[config.mk]
export PLATFORM = sky130hd
export DESIGN_NAME = weight_tile_loader_flat
export DESIGN_NICKNAME = d
export VERILOG_FILES = /design/src/rtl/weight_tile_loader_if.sv /design/src/rtl/weight_tile_loader.sv /design/src/flat_wrapper.sv
export SDC_FILE = /design/constraint.sdc
export NUM_CORES = 1
export LEC_CHECK = 0
export ABC_AREA = 1
export CORE_AREA = 10 10 107 109
export CTS_CLUSTER_DIAMETER = 40
export DETAILED_ROUTE_END_ITERATION = 6
export DIE_AREA = 0 0 117 119
export DONT_BUFFER_PORTS = 1
export GPL_TIMING_DRIVEN = 0
export SETUP_SLACK_MARGIN = 0.02
export SYNTH_ARGS = -nofsm -noshare
export SYNTH_HDL_FRONTEND = slang
export SYNTH_SLANG_ARGS = --single-unit
[constraint.sdc]
create_clock -name clk -period 3.6 [get_ports clk]
set_clock_uncertainty 0.1 [all_clocks]
set_input_delay 1.08 -clock clk [delete_from_list [all_inputs] [get_ports clk]]
set_output_delay 1.08 -clock clk [all_outputs]
set_load 0.02 [all_outputs]
[src/rtl/weight_tile_loader_if.sv]
// weight_tile_loader_if
//   Bundles the tile-request, weight-memory read and FIFO push signals of the
//   weight tile loader.
//   slave  : the loader itself (drives memory strobes, FIFO push, status)
//   master : the surrounding system (issues start, returns memory data,
//            consumes the pushed rows)
//   Signals:
//     start, base_addr, num_rows    tile request (sampled with start)
//     mem_rd_en, mem_addr           weight memory read strobe / address
//     mem_rd_data                   memory read data, one cycle after mem_rd_en
//     weight_out, fifo_en           row and per-lane push enable to the FIFO
//     busy, done                    tile in progress / one-cycle completion
interface weight_tile_loader_if #(
  parameter int FIFO_INPUTS = 16,
  parameter int DATA_WIDTH  = 8,
  parameter int FIFO_DEPTH  = 16,
  parameter int ADDR_WIDTH  = 8
);
  localparam int CW = $clog2(FIFO_DEPTH) + 1;

  logic                              start;
  logic [ADDR_WIDTH-1:0]             base_addr;
  logic [CW-1:0]                     num_rows;
  logic                              mem_rd_en;
  logic [ADDR_WIDTH-1:0]             mem_addr;
  logic [FIFO_INPUTS*DATA_WIDTH-1:0] mem_rd_data;
  logic [FIFO_INPUTS*DATA_WIDTH-1:0] weight_out;
  logic [FIFO_INPUTS-1:0]            fifo_en;
  logic                              busy;
  logic                              done;

  modport slave (
    input  start, base_addr, num_rows, mem_rd_data,
    output mem_rd_en, mem_addr, weight_out, fifo_en, busy, done
  );

  modport master (
    output start, base_addr, num_rows, mem_rd_data,
    input  mem_rd_en, mem_addr, weight_out, fifo_en, busy, done
  );
endinterface

[src/rtl/weight_tile_loader.sv]
// weight_tile_loader
//   Reads one tile of FIFO_DEPTH weight rows from a synchronous (1-cycle
//   latency) weight memory and pushes every row into the weight FIFO with an
//   all-lanes enable. Rows at or beyond the requested row count are pushed as
//   zeros, so each tile always produces exactly FIFO_DEPTH pushes.
//   Ports:
//     clk    rising-edge clock
//     reset  asynchronous active-high reset; abandons any tile in flight
//     bus    weight_tile_loader_if.slave (request, memory read, FIFO push,
//            busy/done status)
//   Timing: start sampled in cycle 0, rows issued in cycles 1..FIFO_DEPTH,
//   pushes in cycles 2..FIFO_DEPTH+1, done in cycle FIFO_DEPTH+2 (a start in
//   the done cycle is accepted).
module weight_tile_loader #(
  parameter int FIFO_INPUTS = 16,
  parameter int DATA_WIDTH  = 8,
  parameter int FIFO_DEPTH  = 16,
  parameter int ADDR_WIDTH  = 8
) (
  input  logic                 clk,
  input  logic                 reset,
  weight_tile_loader_if.slave  bus
);

  localparam int              CW     = $clog2(FIFO_DEPTH) + 1;
  localparam logic [CW-1:0]   DEPTH  = CW'(FIFO_DEPTH);
  localparam logic [CW-1:0]   LAST_K = CW'(FIFO_DEPTH - 1);

  typedef enum logic [1:0] {IDLE, READ, FLUSH} state_t;

  // Saturate the requested row count to one full tile.
  function automatic logic [CW-1:0] clamp_rows(input logic [CW-1:0] n);
    return (n > DEPTH) ? DEPTH : n;
  endfunction

  state_t                state_q, state_d;
  logic [ADDR_WIDTH-1:0] base_q, base_d;
  logic [CW-1:0]         nrows_q, nrows_d;
  logic [CW-1:0]         k_q, k_d;
  logic [CW-1:0]         k_inc;
  logic [CW-1:0]         nrows_clamped;
  logic                  rd_en_p0, rd_en_d;
  logic [ADDR_WIDTH-1:0] addr_p0, addr_d;
  logic                  vld_p1, vld_d;
  logic                  real_p1, real_d;
  logic                  busy_q, busy_d;
  logic                  done_q, done_d;

  assign k_inc         = k_q + 1'b1;
  assign nrows_clamped = clamp_rows(bus.num_rows);

  always_comb begin
    state_d = state_q;
    base_d  = base_q;
    nrows_d = nrows_q;
    k_d     = k_q;
    rd_en_d = 1'b0;
    addr_d  = '0;
    vld_d   = 1'b0;
    real_d  = 1'b0;
    busy_d  = busy_q;
    done_d  = 1'b0;
    case (state_q)
      IDLE: begin
        if (bus.start) begin
          base_d  = bus.base_addr;
          nrows_d = nrows_clamped;
          k_d     = '0;
          // Row 0 is presented to memory in the first READ cycle.
          addr_d  = bus.base_addr;
          rd_en_d = (nrows_clamped != '0);
          busy_d  = 1'b1;
          state_d = READ;
        end
      end
      READ: begin
        // Row k is on the memory port this cycle; its push follows next cycle.
        vld_d  = 1'b1;
        real_d = rd_en_p0;
        if (k_q == LAST_K) begin
          state_d = FLUSH;
        end else begin
          k_d     = k_inc;
          addr_d  = base_q + ADDR_WIDTH'(k_inc);
          rd_en_d = (k_inc < nrows_q);
        end
      end
      FLUSH: begin
        busy_d  = 1'b0;
        done_d  = 1'b1;
        state_d = IDLE;
      end
      default: state_d = IDLE;
    endcase
  end

  // Stage p0: memory request; stage p1: FIFO push of the row read at p0.
  always_ff @(posedge clk or posedge reset) begin
    if (reset) begin
      state_q  <= IDLE;
      base_q   <= '0;
      nrows_q  <= '0;
      k_q      <= '0;
      rd_en_p0 <= 1'b0;
      addr_p0  <= '0;
      vld_p1   <= 1'b0;
      real_p1  <= 1'b0;
      busy_q   <= 1'b0;
      done_q   <= 1'b0;
    end else begin
      state_q  <= state_d;
      base_q   <= base_d;
      nrows_q  <= nrows_d;
      k_q      <= k_d;
      rd_en_p0 <= rd_en_d;
      addr_p0  <= addr_d;
      vld_p1   <= vld_d;
      real_p1  <= real_d;
      busy_q   <= busy_d;
      done_q   <= done_d;
    end
  end

  assign bus.mem_rd_en  = rd_en_p0;
  assign bus.mem_addr   = addr_p0;
  assign bus.fifo_en    = {FIFO_INPUTS{vld_p1}};
  // Padding rows and idle cycles present zeros; memory data passes only for
  // real rows in a push cycle.
  assign bus.weight_out = (vld_p1 && real_p1) ? bus.mem_rd_data : '0;
  assign bus.busy       = busy_q;
  assign bus.done       = done_q;

endmodule

[src/flat_wrapper.sv]
// flat-port wrapper written by rule: the top's interface ports become plain ports
module weight_tile_loader_flat 
#(
  parameter int FIFO_INPUTS = 16,
  parameter int DATA_WIDTH  = 8,
  parameter int FIFO_DEPTH  = 16,
  parameter int ADDR_WIDTH  = 8
)
  (clk, reset, bus_start, bus_base_addr, bus_num_rows, bus_mem_rd_data, bus_mem_rd_en, bus_mem_addr, bus_weight_out, bus_fifo_en, bus_busy, bus_done);
  weight_tile_loader_if #(.FIFO_INPUTS(FIFO_INPUTS), .DATA_WIDTH(DATA_WIDTH), .FIFO_DEPTH(FIFO_DEPTH), .ADDR_WIDTH(ADDR_WIDTH)) bus_i ();
  input  logic clk;
  input  logic reset;
  input wire logic [$bits(bus_i.start)-1:0] bus_start;
  input wire logic [$bits(bus_i.base_addr)-1:0] bus_base_addr;
  input wire logic [$bits(bus_i.num_rows)-1:0] bus_num_rows;
  input wire logic [$bits(bus_i.mem_rd_data)-1:0] bus_mem_rd_data;
  output wire logic [$bits(bus_i.mem_rd_en)-1:0] bus_mem_rd_en;
  output wire logic [$bits(bus_i.mem_addr)-1:0] bus_mem_addr;
  output wire logic [$bits(bus_i.weight_out)-1:0] bus_weight_out;
  output wire logic [$bits(bus_i.fifo_en)-1:0] bus_fifo_en;
  output wire logic [$bits(bus_i.busy)-1:0] bus_busy;
  output wire logic [$bits(bus_i.done)-1:0] bus_done;
  assign bus_i.start = bus_start;
  assign bus_i.base_addr = bus_base_addr;
  assign bus_i.num_rows = bus_num_rows;
  assign bus_i.mem_rd_data = bus_mem_rd_data;
  assign bus_mem_rd_en = bus_i.mem_rd_en;
  assign bus_mem_addr = bus_i.mem_addr;
  assign bus_weight_out = bus_i.weight_out;
  assign bus_fifo_en = bus_i.fifo_en;
  assign bus_busy = bus_i.busy;
  assign bus_done = bus_i.done;
  weight_tile_loader #(.FIFO_INPUTS(FIFO_INPUTS), .DATA_WIDTH(DATA_WIDTH), .FIFO_DEPTH(FIFO_DEPTH), .ADDR_WIDTH(ADDR_WIDTH)) u_core (.clk(clk), .reset(reset), .bus(bus_i));
endmodule
==> results of run 1 <==
## flip-flops by register name (all words and copies together) (netlist names), 2 cells and up
name                 count
u_core.base_q            8
u_core.bus.mem_addr      8
u_core.k_q               5
u_core.nrows_q           5
u_core.state_q           2
## layout make-up
cell class                 instances  area [µm²]  area share
buffer                            33       217.7     0.06988
clock buffer                       7       86.33     0.02771
inverter                         167       631.9      0.2028
multi-input combinational        248        1184      0.3799
sequential                        33       825.8      0.2651
tap                              114       142.6     0.04578
timing repair buffer               1       27.53    0.008835
## power by group
part,internal [µW],switching [µW],total (µW)
clock,151,121,273
sequential,542,191,733
combinational,577,1770,2350
total,1270,2080,3350
## per-layer routing
metal	vias to the layer above	global-route usage
li1	1332	-
met1	1278	0.1703
met2	168	0.2835
met3	21	0.06074
met4	0	0.04791
met5	-	0
## cell usage in the layout (no fill, tap or decap)
cell,Yosys,final
a21oi_1,5,5
a21oi_2,1,1
a22o_1,1,1
buf_16,0,1
buf_2,15,15
buf_4,16,16
buf_6,2,2
clkbuf_1,0,1
clkbuf_8,0,6
clkinv_1,0,1
clkinv_4,1,1
dfrtp_1,33,33
fa_1,1,1
ha_1,13,13
inv_1,166,165
nand2_1,46,46
nand2_4,2,2
nand3_1,17,17
nand4_1,1,1
nor2_1,135,135
nor2_4,2,2
nor4_1,1,1
o21ai_0,9,9
o21ai_1,5,5
o21ai_2,1,1
o22ai_1,5,5
xnor2_1,1,1
xor2_1,2,2
## path summary, 6_finish.rpt
kind / slack (ns) / end / cells past startpoint
min reg2reg: 0.39 / u_core.bus.done / 1
min in group asynchronous: 0.61 / u_core.base_q[0] / 1
max: 0.36 / bus_weight_out[75] / 4
max reg2reg: 1.36 / u_core.bus.mem_addr[7] / 12
min: 0.39 / u_core.bus.done / 1
max in group asynchronous: 2.34 / u_core.bus.mem_rd_en / 2
## through the flow
stage | util | hold slack (ns)
CTS | 0.3265 | 0.3799
floorplan | - | 0.3386
global placement | 0.3173 | 0.3710
detailed placement | 0.3173 | 0.3730
finish | 0.3294 | 0.3859
global route | 0.3294 | 0.4307
## cells by family after synthesis
| family | count (synthesis) |
|---|---|
| simple gates | 204 |
| buf+inv | 200 |
| flops | 33 |
| compound gates | 27 |
| fa+ha+maj | 14 |
| xor+xnor | 3 |
==> results.json, run 1 <==
{
  "status": "complete, no violations",
  "port_buffers": 0,
  "min-delay-start": "u_core.state_q[0]",
  "synthMuxAreaShare": 0,
  "yosys.area_share.simple": 0.2875,
  "met2WireLength_um": 6266,
  "synthCells": 481,
  "synth_area_leaders": "dfrtp_1, inv_1, nor2_1",
  "dr.pass1.iters": 5,
  "worstSkewPairLatency_ns": 0.28,
  "fp.coreArea_um2": 9459,
  "n_antenna_cell": 0,
  "gp_congestion": 0.8877,
  "grt_max_degree": 34,
  "route.met3.wl_um": 1406,
  "critPathMostFrequentCell": "buf_2",
  "cap_viol_max_count": 0,
  "drt_iter0_drc": 225,
  "synth-seq-cells": 33,
  "antenna_left": 0,
  "crit_family": "flip-flops",
  "slew_headroom": 0.5351,
  "instances_no_fill": 603,
  "async_flop_share": 1.000,
  "critPathLaunch": "u_core.vld_p1",
  "synth_edf_count": 0,
  "numCtsBuffers": 5,
  "grt_pass1_wl_um": 17330,
  "critPathLaunchType": "flip-flop",
  "die_w_um": 117,
  "path_cells": "nand2_1 -> buf_2 -> buf_2 -> nor2_1",
  "start_util": 0.3022,
  "postCtsSetupBuffers": 0,
  "synth_top_family_by_area": "buffers and inverters",
  "fp.dieH_um": 119,
  "avgSynthCellArea_um2": 5.944,
  "power.density_nw_per_um2": 1076,
  "vias_per_cell": 4.642,
  "synth_area_um2": 2859,
  "finalCriticalPeriod_ns": 3.236,
  "synth-xor-area-share": 0.009190,
  "dieArea_um2": 13920,
  "synth_cell_types": 24,
  "yosysMostFrequentCell": "inv_1",
  "tightest_slew_ns": 0.6930,
  "dpl-instance-area_um2": 3002,
  "crit_type": "reg2out",
  "cts_max_path_buffers": 2,
  "drive_above_1_share": 0.09611,
  "routed-via-count": 2799,
  "pre_cts_ws_ns": 0.6502,
  "wirelength_um": 12530,
  "root_buffer": "clkbuf_8",
  "grt_usage": 0.1600,
  "cts_resized": 0,
  "synth_top_area_cell": "dfrtp_1",
  "ys_seq_area_frac": 0.2888,
  "tritoncts": "built",
  "hold_viol": 0,
  "synth_compound_area_frac": 0.05339,
  "finalPower_uw": 3353,
  "reg2reg_from": "u_core.k_q[0]",
  "max_stage_delay_ns": 0.75,
  "synth-main-ff-cell": "dfrtp_1",
  "critPathBufInv": 2,
  "top_layer_used": "met4",
  "syn_nets": 639,
  "irDropWorstVdd_mv": 0.3910,
  "pin_count": 299,
  "final.setup.tns_ns": 0,
  "cp.required_ns": 2.42,
  "place_hpwl_um": 11130,
  "slowest_stage": "dfrtp_1",
  "synth_common_cells": "inv_1, nor2_1, nand2_1, dfrtp_1, nand3_1",
  "grt_overflow": 0,
  "synthAdderAreaFrac": 0.06389,
  "hold_class": "reg2reg",
  "cts.sinks": 33,
  "synthToLayoutAreaGrowth_pct": 8.972,
  "ys_warn_count": 0,
  "ctsHoldBuffers": 0,
  "arrival_ns": 2.06,
  "rows": 36,
  "grt_setup_unrepaired": "no",
  "fin_area_um2": 3115,
  "p_leak_uw": 0.002082,
  "clkTransAtPathRegs_ns": 0.06,
  "worst_slack_ns": 0.3636,
  "wire_per_inst_um": 20.77,
  "fillCellCount": 1045,
  "drc": 0,
  "final-max-slew-violation-count": 0,
  "drt-met1-wl_um": 4544,
  "nets": 647,
  "dpl.cell_count": 595,
  "yosysTopAreaCellShare": 0.2888,
  "cp-end-kind": "output port",
  "period_share": 0.8990,
  "max_freq_ghz": 0.3090,
  "htree_levels": 2,
  "grt_pass1_vias": 2838,
  "antenna_found_initial": 0,
  "worstPathMaxFanout": 17,
  "setup_viol": 0
}
Note: power is estimated with default switching activity, not from simulation.
==> run 2, diff against run 1 <==
--- a/config.mk
+++ b/config.mk
@@ -13,6 +13,7 @@
 export DONT_BUFFER_PORTS = 1
 export GPL_TIMING_DRIVEN = 0
 export SETUP_SLACK_MARGIN = 0.02
+export SLEW_MARGIN = 30
 export SYNTH_ARGS = -nofsm -noshare
 export SYNTH_HDL_FRONTEND = slang
 export SYNTH_SLANG_ARGS = --single-unit
==> results.json, run 2 (synthesized netlist as in run 1, its figures left out) <==
{
  "status": "complete, no violations",
  "vias_per_cell": 4.638,
  "clkTransAtPathRegs_ns": 0.06,
  "antenna_found_initial": 0,
  "slew_headroom": 0.5301,
  "layout_commonest_cell": "inv_1",
  "drt_iter0_drc": 238,
  "critPathMostFrequentCell": "buf_2",
  "final-max-slew-violation-count": 0,
  "worst_slack_ns": 0.3806,
  "period_share": 0.8943,
  "n_antenna_cell": 0,
  "nets": 646,
  "start_util": 0.3022,
  "crit_family": "flip-flops",
  "max_freq_ghz": 0.3106,
  "drive_above_1_share": 0.09631,
  "hold_class": "reg2reg",
  "grt_overflow": 0,
  "dr.pass1.iters": 6,
  "ctsHoldBuffers": 0,
  "synthToLayoutAreaGrowth_pct": 8.009,
  "htree_levels": 2,
  "met2WireLength_um": 6236,
  "gp_congestion": 0.8877,
  "layout_common_cells": "inv_1, nor2_1, nand2_1, dfrtp_1, nand3_1",
  "die_w_um": 117,
  "arrival_ns": 2.04,
  "port_buffers": 0,
  "critPathBufInv": 2,
  "cap_viol_max_count": 0,
  "cp.required_ns": 2.42,
  "irDropWorstVdd_mv": 0.3910,
  "wire_per_inst_um": 20.80,
  "cts.sinks": 33,
  "finalCriticalPeriod_ns": 3.219,
  "max_stage_delay_ns": 0.74,
  "utilization": 0.3265,
  "pin_count": 299,
  "grt_max_degree": 34,
  "hold_viol": 0,
  "postCtsSetupBuffers": 0,
  "hold_slack_ns": 0.3868,
  "route.met3.wl_um": 1432,
  "grt_usage": 0.1600,
  "critPathLaunchType": "flip-flop",
  "fp.coreArea_um2": 9459,
  "cts_resized": 0,
  "drc": 0,
  "grt_setup_unrepaired": "no",
  "cts_max_path_buffers": 2,
  "path_cells": "nand2_1 -> buf_2 -> buf_2 -> nor2_1",
  "wirelength_um": 12520,
  "setup_viol": 0,
  "pre_cts_ws_ns": 0.6502,
  "place_hpwl_um": 11130,
  "rows": 36,
  "routed-via-count": 2792,
  "final.setup.tns_ns": 0,
  "cp-end-kind": "output port",
  "tritoncts": "built",
  "worstSkewPairLatency_ns": 0.28,
  "antenna_left": 0,
  "power.density_nw_per_um2": 1084,
  "slowest_stage": "dfrtp_1",
  "grt_pass1_vias": 2838,
  "root_buffer": "clkbuf_8",
  "dieArea_um2": 13920,
  "worstPathMaxFanout": 17,
  "tightest_slew_ns": 0.7038,
  "top_layer_used": "met4",
  "drt-met1-wl_um": 4543,
  "fillCellCount": 1047,
  "crit_type": "reg2out",
  "p_leak_uw": 0.002072,
  "grt_pass1_wl_um": 17330,
  "fp.dieH_um": 119,
  "numCtsBuffers": 5
}
## run 2: area by class of cell
cell class / count / area (µm²) / share of cell area
Multi-Input combinational cell: 248 / 1184 / 0.3833
Sequential cell: 33 / 825.8 / 0.2674
Inverter: 167 / 631.9 / 0.2046
Buffer: 33 / 217.7 / 0.07050
Tap cell: 114 / 142.6 / 0.04619
Clock buffer: 7 / 86.33 / 0.02796
## run 2: worst paths after layout
path	from	end	slack, ns	cells past startpoint
min reg2reg	u_core.state_q[0]	u_core.bus.done	0.39	1
min in group asynchronous	reset	u_core.bus.done	0.70	1
min	u_core.state_q[0]	u_core.bus.done	0.39	1
max reg2reg	u_core.k_q[0]	u_core.bus.mem_addr[7]	1.35	12
max	u_core.vld_p1	bus_weight_out[75]	0.38	4
max in group asynchronous	reset	u_core.real_p1	2.26	1
## run 2: stage by stage
stage | std cells | cell area [µm²] | total power [µW]
after floorplan | 481 | 2859 | 2639
final | 602 | 3088 | 3348
after detailed placement | 595 | 3002 | 3110
after global routing | 602 | 3088 | 3632
after global placement | 595 | 3002 | 3085
after CTS | 602 | 3088 | 3398
## run 2: per-layer routing
layer / vias up / GRT usage
li1: 1328 / -
met1: 1279 / 0.1703
met2: 164 / 0.2835
met3: 21 / 0.06074
met4: 0 / 0.04791
met5: - / 0
## run 2: report_power, final
group	switching (µW)	internal, µW	total, µW	leakage, µW
sequential	191	542	733	0.000402
clock	121	151	272	0.0000443
combinational	1770	574	2340	0.00163
total	2080	1270	3350	0.00207
